## config.mk

```make
export PLATFORM = sky130hd
export DESIGN_NAME = axis_rr_arbiter
export DESIGN_NICKNAME = d
export VERILOG_FILES = /design/src/rtl/axis_rr_arbiter.sv
export SDC_FILE = /design/constraint.sdc
export NUM_CORES = 1
export LEC_CHECK = 0
export CORE_UTILIZATION = 36
export CTS_CLUSTER_SIZE = 12
export DETAILED_ROUTE_END_ITERATION = 7
export PLACE_DENSITY = 0.91
export REMOVE_ABC_BUFFERS = 1
export SYNTH_ARGS = -nofsm -noshare
export SYNTH_HDL_FRONTEND = slang
export SYNTH_SLANG_ARGS = --single-unit
```

## constraint.sdc

```tcl
create_clock -name aclk -period 3.1 [get_ports aclk]
set_clock_uncertainty 0.1 [all_clocks]
set_input_delay 0.62 -clock aclk [delete_from_list [all_inputs] [get_ports aclk]]
set_output_delay 0.62 -clock aclk [all_outputs]
set_load 0.01 [all_outputs]
```

## src/rtl/axis_rr_arbiter.sv

```systemverilog
// Packet-aware round-robin AXI-Stream arbiter with a registered output stage.
// Build option: define AXIS_ARB_PRIO0_EN to give input 0 strict priority.
module axis_rr_arbiter #(
  parameter int DATA_WIDTH = 16,
  parameter int NUM_INPUTS = 4,
  localparam int ID_WIDTH = $clog2(NUM_INPUTS)
) (
  input  logic                             aclk,
  input  logic                             aresetn,
  input  logic [NUM_INPUTS*DATA_WIDTH-1:0] s_axis_tdata,
  input  logic [NUM_INPUTS-1:0]            s_axis_tvalid,
  input  logic [NUM_INPUTS-1:0]            s_axis_tlast,
  output logic [NUM_INPUTS-1:0]            s_axis_tready,
  output logic [DATA_WIDTH-1:0]            m_axis_tdata,
  output logic                             m_axis_tvalid,
  output logic                             m_axis_tlast,
  output logic [ID_WIDTH-1:0]              m_axis_tid,
  input  logic                             m_axis_tready
);

  typedef enum logic {
    IDLE,
    LOCKED
  } state_t;

  state_t                state;
  state_t                state_n;
  logic [ID_WIDTH-1:0]   grant_idx;
  logic [ID_WIDTH-1:0]   rr_ptr;
  logic [ID_WIDTH-1:0]   pick;
  logic [ID_WIDTH-1:0]   ptr_n;
  logic                  found;
  logic                  out_free;
  logic                  hs;
  logic [DATA_WIDTH-1:0] sel_data;
  logic                  sel_last;

  assign out_free = !m_axis_tvalid || m_axis_tready;
  assign sel_data = s_axis_tdata[grant_idx*DATA_WIDTH +: DATA_WIDTH];
  assign sel_last = s_axis_tlast[grant_idx];
  assign hs       = (state == LOCKED) && s_axis_tvalid[grant_idx]
                    && out_free;
  assign ptr_n    = (grant_idx == ID_WIDTH'(NUM_INPUTS-1))
                    ? '0 : grant_idx + 1'b1;

  // Arbitration: first valid input at or after rr_ptr, wrapping.
  always_comb begin
    logic [ID_WIDTH-1:0] idx;
    pick  = '0;
    found = 1'b0;
    idx   = '0;
`ifdef AXIS_ARB_PRIO0_EN
    if (s_axis_tvalid[0]) begin
      pick  = '0;
      found = 1'b1;
    end
`endif
    for (int k = 0; k < NUM_INPUTS; k++) begin
      idx = ID_WIDTH'((int'(rr_ptr) + k) % NUM_INPUTS);
`ifdef AXIS_ARB_PRIO0_EN
      if (!found && s_axis_tvalid[idx] && idx != '0) begin
`else
      if (!found && s_axis_tvalid[idx]) begin
`endif
        pick  = idx;
        found = 1'b1;
      end
    end
  end

  // State register.
  always_ff @(posedge aclk) begin
    if (!aresetn) state <= IDLE;
    else          state <= state_n;
  end

  // Next-state logic: lock on a grant, release on the tlast handshake.
  always_comb begin
    state_n = state;
    unique case (state)
      IDLE:    if (found)         state_n = LOCKED;
      LOCKED:  if (hs && sel_last) state_n = IDLE;
      default: state_n = IDLE;
    endcase
  end

  // Output logic: only the granted input sees ready.
  always_comb begin
    s_axis_tready = '0;
    if (state == LOCKED) s_axis_tready[grant_idx] = out_free;
  end

  // Grant index and round-robin pointer.
  always_ff @(posedge aclk) begin
    if (!aresetn) begin
      grant_idx <= '0;
      rr_ptr    <= '0;
    end else if (state == IDLE) begin
      if (found) grant_idx <= pick;
    end else if (hs && sel_last) begin
`ifdef AXIS_ARB_PRIO0_EN
      if (grant_idx != '0) rr_ptr <= ptr_n;
`else
      rr_ptr <= ptr_n;
`endif
    end
  end

  // Output register: load on slave handshake, drain on downstream ready.
  always_ff @(posedge aclk) begin
    if (!aresetn) begin
      m_axis_tvalid <= 1'b0;
      m_axis_tdata  <= '0;
      m_axis_tlast  <= 1'b0;
      m_axis_tid    <= '0;
    end else if (hs) begin
      m_axis_tvalid <= 1'b1;
      m_axis_tdata  <= sel_data;
      m_axis_tlast  <= sel_last;
      m_axis_tid    <= grant_idx;
    end else if (m_axis_tready) begin
      m_axis_tvalid <= 1'b0;
    end
  end

endmodule
```

Word level (Yosys, flattened, before mapping)
Cells that the tools add are included.
- shift-type cells: 1
- order comparisons: 6
- equality and inequality tests: 1
- mux-type cells: 29
- $add $sub $neg: 4
- bitwise logic cells: 2
- reductions and logical operators: 15
- operators with widths (operator ; count):
    64-bit by 7-bit indexed part select with 16-bit output ; 1
    2-bit by 3-bit less-than comparator with 1-bit output (second input constant) ; 5
    1-bit two-way mux ; 15
    1-bit binary-select mux with 2-bit select ; 6
    2-bit two-way mux ; 5
    1-bit logical AND ; 7
    2-bit by 1-bit adder with 2-bit output (second input constant) ; 2
    2-bit adder (second input constant) ; 2
    4-bit AND ; 1
    1-bit logical NOT ; 4
    4-bit two-way mux ; 1
    2-bit AND reduction ; 2
    1-bit demux with 2-bit select ; 1
    2-bit equality test (second input constant) ; 1
    2-bit by 1-bit >= comparator with 1-bit output (second input constant) ; 1
    1-bit case mux with 2 select lines ; 1
    2-bit nonzero test ; 1
    1-bit logical OR ; 1
    1-bit NOT ; 1
- output and inout bits: 24
- input bits: 75
- flip-flop bits (word level): 25
- word-level logic and storage cells: 65

Depth between registers and ports, before layout
- depth after elaboration: 14
- mapped depth: 7
- depth with buffers taken out: 4

Worst setup path before layout
No wires, ideal clock.
- path type: flip-flop to output port
- from: reg grant_idx[1]
- to: out s_axis_tready[1]
- stages on the path, launching flop included: 5
- required time: 2.380 ns
- setup slack: 1.174 ns
- path buffers: 1
- data arrival time: 1.206 ns
- path through: dfxtp_1 -> clkbuf_1 -> inv_1 -> ha_1 -> and3_1
- word-level cells in the longest chain between the ends: 6
- elaborated cells on any way between the ends: 7
- classes of those cells: order compare: 2; mux: 3; bitwise: 1; reduce/logical: 1
- RTL lines (item ; line ; RTL):
    from (decl) ; 28 ; logic [ID_WIDTH-1:0] grant_idx;
    from (signal assigned) ; 99 ; if (found) grant_idx <= pick;
    2-bit by 3-bit less-than comparator with 1-bit output (implied by the code) or 2-bit by 1-bit >= comparator with 1-bit output (tied branches) ; 90 ; if (state == LOCKED) s_axis_tready[grant_idx] = out_free;
    1-bit logical AND (implied by the code) ; 90 ;
    1-bit two-way mux (implied by the code) ; 90 ;
    1-bit demux with 2-bit select (*) ; 90 ;
    4-bit AND (no source line) (*) ; - ;
    4-bit two-way mux (*) ; 90 ;
    to (decl) ; 13 ; output logic [NUM_INPUTS-1:0] s_axis_tready,
Every way passes the cells marked *; elsewhere a longest branch is shown, timed or not.

Final worst setup path
- from: in m_axis_tready
- to: out s_axis_tready[3]
- word-level cells in the longest chain between the ends: 3
- RTL lines (item ; line ; RTL):
    from (decl) ; 18 ; input logic m_axis_tready
    1-bit logical OR ; 38 ; assign out_free = !m_axis_tvalid || m_axis_tready;
    4-bit AND (no source line) ; - ;
    4-bit two-way mux ; 90 ;
Every way passes these cells.

==> summary.txt <==
Place
  – GPL Wtd Cong: 0.748
  – IO buf count: 98
  – DP Wirelength: 3.60 mm
  – Post-DP Area: 2570 um2
  – Post-placement cell count: 298

Synthesis
  – Seq/Total Area, Yosys: 32.1%
  – Post-synth top area share: 32.1%
  – Mapped Cells: 158
  – EDFF count, synth: 0
  – Distinct cell type count after synthesis: 29
  – Warnings from Yosys: 0
  – Yosys top cell by area: dfxtp_1
  – Post-Syn Area: 1560 um2
  – Synth Area per Inst: 9.87 um2
  – Synthesized flop and latch total: 25
  – Main synth FF type: dfxtp_1
  – Synth top area cells: dfxtp_1 32%, mux4_2 26%, nand2_1 10%
  – Ys async rst share: 0%
  – Top-count cell post-synth: nand2_1
  – Top cells by count, synth: 43 x nand2_1, 25 x dfxtp_1, 18 x mux4_2, 11 x a21boi_1, 9 x a21boi_0

Setup path
  – Worst-path maximum fanout: 10
  – CP startpoint kind: primary input
  – Worst Path Arrival: 2.10 ns
  – Cells on worst reg2reg path: 5
  – Crit Path Class: primary input to output pin
  – Critical path required time: 2.38 ns
  – Setup crit end kind: output pin

STA
  – Fmax: 354 MHz
  – Max Slew Vio Count: 0
  – Fin crit share: 91.0%
  – Tightest Pin Transition: 0.645 ns
  – Hold Worst Slack: 0.356 ns
  – Setup TNS: 0 ns
  – Final setup viols: 0
  – Final hold vios: 0
  – Period minus WS final: 2.82 ns
  – Relative slew slack: 57.0%
  – RSZ-0062 raised after global routing: false

Routing
  – Residual DRC: 0
  – 1st-iter DRT viols: 84
  – Routed WL: 4.58 mm
  – Post-route antenna net violation count: 0
  – Average routed wire per standard cell: 15.2 um
  – DR vias: 1568
  – Detail-routed via count per cell: 5.19
  – DR pass1 iterations: 4

Power
  – P_leak: 0.000912 uW
  – Internal: 675 uW
  – Comb pwr share: 38.8%
  – Max VDD drop: 0.000274 V
  – Power Dens Cells: 363 nW/um2
  – Net Sw Power: 275 uW
  – Sw frac: 29.0%
  – Clock power share: 20.7%
  – Part of the power in registers: 40.5%

Clock tree
  – CTS tree: done
  – # H-tree levels: 1
  – Clk_lat worst skew: 0.26 ns
  – Reg clk slew, reported paths: 0.08 ns
  – Cts hold-fix bufs: 0
  – CTS buffer count: 3
  – Clock Tree Buf Depth: 2
  – Root Driver: clkbuf_8
  – Post_cts resized: 0
  – Sink Count: 25
  – Setup bufs post-CTS: 0

Global route
  – Total track usage: 19.9%
  – Initial antenna violation count: 0
  – Grt ovf: 0
  – Largest net degree at the start of global routing: 29
  – Vias in the first global route: 1447
  – Wire length of the first global-routing pass: 6.73 mm

Die
  – Core area: 4090 um2
  – Rows: 23
  – Die W: 67.8 um
  – Die Ht: 67.8 um
  – I/O pin count: 99
  – Die area: 4600 um2
  – Initial Util: 38.2%

Finish
  – Final instance area: 2620 um2
  – Layout Nets: 332
  – Fillcell total: 354
  – Fraction of layout instances using a drive strength above 1: 11.5%
  – Fin cells: 302
  – Number of diodes: 0
  – Area Overhead vs Synth: 67.7%

Run
  – Maxcap violations: 0

Status
  – Status: completed

Worst hold path
  – Worst hold path depth: 2
  – Path type of the worst min-delay path: register to register
[area by class of cell]
cell class | instances | area [um2] | share of cell area (%)
multi-input cells | 117 | 977 | 37.4
flip-flops and latches | 25 | 500 | 19.1
inverters | 4 | 15.0 | 0.574
repair buffers | 102 | 1010 | 38.7
well taps | 50 | 62.6 | 2.39
clock inverters | 1 | 7.51 | 0.287
clock buffers | 3 | 41.3 | 1.58
[per-stage QoR]
stage | setup slack, ns | power (uW) | util [%]
after floorplan | 0.692 | 559 | -
after global placement | 0.338 | 752 | 62.8
after detailed placement | 0.295 | 765 | 62.8
after CTS | 0.298 | 962 | 64.0
after global routing | 0.244 | 1010 | 64.0
final | 0.278 | 950 | 64.0
[final timing paths]
path / startpoint / end / slack, ns
worst max register to register: grant_idx[1]$_SDFFE_PN0P_ / m_axis_tdata[11]$_SDFFE_PN0P_ / 0.80
worst max-delay path: m_axis_tready / s_axis_tready[3] / 0.28
worst min register to register: m_axis_tdata[14]$_SDFFE_PN0P_ / m_axis_tdata[14]$_SDFFE_PN0P_ / 0.36
worst min-delay path: m_axis_tdata[14]$_SDFFE_PN0P_ / m_axis_tdata[14]$_SDFFE_PN0P_ / 0.36
[cells by family (layout without fill, tap and decap cells)]
logic type,Yosys count,in the layout,synth area share [%]
DFF,25,25,32.1
and+or+nand+nor,58,58,16.1
buffers and inverters,16,110,5.22
muxes,21,21,28.0
AOI/OAI and AO/OA,34,34,15.3
adders and majority gates,4,4,3.21
[layer usage]
metal	up-vias	share of wire, %	GRT usage (%)
met4	0	0.31	1.56
met2	48	56	40.1
met3	2	6.8	4.73
met5	-	0	0
met1	756	37	21.1
li1	762	-	-
[power groups by stage]
stage               Clock (uW)  Sequential (uW)  Combinational, uW
global route               214              390                403
floorplan                    0              413                146
finish                     197              385                368
CTS                        204              385                374
detailed placement           0              393                373
global placement             0              390                362
[placed cells by master (no fill, tap or decap)]
| cell type | count |
|---|---|
| and3_1 | 5 |
| nand2_1 | 43 |
| o221ai_1 | 1 |
| clkdlybuf4s50_1 | 98 |
| mux4_2 | 18 |
| a21boi_1 | 11 |
| a31o_2 | 1 |
| clkinvlp_4 | 1 |
| o21a_1 | 1 |
| a21oi_1 | 3 |
| a21boi_0 | 9 |
| clkbuf_8 | 3 |
| o22ai_1 | 1 |
| mux2i_1 | 2 |
| ha_1 | 4 |
| a2bb2oi_1 | 1 |
| mux2_2 | 1 |
| nand3_1 | 2 |
| nor2_1 | 3 |
| and4_1 | 1 |
| o32ai_1 | 1 |
| nand3_2 | 1 |
| nor4_1 | 1 |
| nand2b_1 | 1 |
| nor2b_1 | 1 |
| buf_4 | 4 |
| inv_1 | 4 |
| o21ai_0 | 5 |
| dfxtp_1 | 25 |
[state kept, by name (all words and copies together) (netlist names)]
signal,count
grant_idx,2
rr_ptr,2
m_axis_tid,2
m_axis_tdata,16
m_axis_tvalid,1
state,1
m_axis_tlast,1
[critical path, stage by stage]
cell and delay, ns:
clkdlybuf4s50_1 0.45, nand2b_1 0.30, and3_1 0.20, clkdlybuf4s50_1 0.53
(Power assumes the default switching activity.)
==> variant (config.mk and constraints unchanged) <==
The parameter `NUM_INPUTS` goes from 4 to 8.
--- a/src/rtl/axis_rr_arbiter.sv
+++ b/src/rtl/axis_rr_arbiter.sv
@@ -3,5 +3,5 @@
 module axis_rr_arbiter #(
   parameter int DATA_WIDTH = 16,
-  parameter int NUM_INPUTS = 4,
+  parameter int NUM_INPUTS = 8,
   localparam int ID_WIDTH = $clog2(NUM_INPUTS)
 ) (
Interface: changed (5 resized); port bits go from 99 to 176. No check against the original RTL was run, so the function may have changed too.
==> variant against the unedited design <==
- total power up 71%
- wire length up 110%
- register-to-register slack worse by 560 ps
- sequential share of layout area down 7.4 points
- setup slack worse by 73 ps
- synthesized cell count up 67%
- critical endpoint is now grant_idx[0]
- sequential cell count up 3
- utilization down 1.5 points
- combinational power up 150%
- critical path type is now primary input to register
- cell area up 84%
- area after synthesis up 83%
==> variant: results <==
set metrics [dict create \
    relSlewSlack_pct 71.19 \
    hpwl_um 7866 \
    final_net_count 586 \
    n_all_buffers 191 \
    ir_drop_uv 195.6 \
    nonClockInverterCount 7 \
    hp-start "m_axis_tdata[9]" \
    register_area_um2 564.3 \
    cp.arrival_ps 2950 \
    r2r-end "grant_idx[0]" \
    crit_start "s_axis_tvalid[4]" \
    synth-adder-area-share_pct 1.755 \
    design.seq.count 28 \
    holdPathEnd "m_axis_tdata[9]" \
    r2r-start "rr_ptr[0]" \
    r2r_cells 10 \
    ys_top_cells_by_count "mux4_2 (40), nor2_1 (33), dfxtp_1 (28), mux2i_1 (28), a211oi_1 (19)" \
    vias 2974 \
    critical_path.top_delay_family "simple AND/OR/NAND/NOR gates" \
    buf_share_pct 38.95 \
    dr_wl_met3_um 438 \
    place_congestion 0.8162 \
    wirelength_um 9484 \
    multiInputGateArea_um2 2145 \
    grt_pass1_vias 3178 \
    status "completed" \
    path_clk_slew_ps 100 \
    slowest_stage "mux4_1" \
    wl_per_cell_um 17.69 \
    grt_usage_pct 22.99 \
    drtIter0Drc 133 \
    seq_share_pct 11.74 \
    met2_length_um 5380 \
    rrSetupSlack_ps 240 \
    grt_max_degree 27 \
    p_leak_nw 1.659 \
    m1WireLength_um 3436 \
    drive_above_1_share_pct 16.36 \
    syn_avg_cell_area_um2 10.80 \
    grt_pass1_wl_um 14860 \
    synth_seq_area_share_pct 19.66 \
    fillers 607 \
    ys_types 46 \
    clock_area_share_pct 1.484 \
    hold_slack_ps 405.9 \
    synthMuxAreaShare_pct 49.01 \
    pre_cts_ws_ps -45.70 \
    crit_type "primary input to register" \
    placed_area_um2 4731 \
    dpl.cell_count 532 \
    io_buffers 175 \
]
[variant: cell types whose count changed in the layout (fill, tap and decap cells not counted), sizes merged, moves of 6 or more]
cell,before,now
a211oi,0,19
a21boi,20,1
buf,4,16
clkdlybuf4s50,98,175
mux2i,2,29
mux4,18,46
nand2,43,13
nor2,3,33
nor3,0,6
[variant: repair_timing]
| item | in CTS | in global routing |
|---|---|---|
| resized for setup | 0 | 2 |
| setup endpoints to repair | 0 | 3 |
| hold buffers | 0 | 0 |
[variant: tightest hold or removal path: cells and delay by family (launching register included)]
family             cells  cell delay, ps
AOI/OAI and AO/OA      1              50
DFF                    1             320
and+or+nand+nor        1             100
[variant: routing by layer]
metal	track usage, %	up-vias
met5	0	-
met4	6.878	0
met3	4.188	18
met2	44.63	129
met1	25.09	1429
li1	-	1398
[variant: power by group]
part	internal, W	total (W)	switching [W]
registers	0.000402	0.000432	0.0000293
clock network	0.000173	0.000285	0.000112
logic	0.000541	0.000908	0.000367
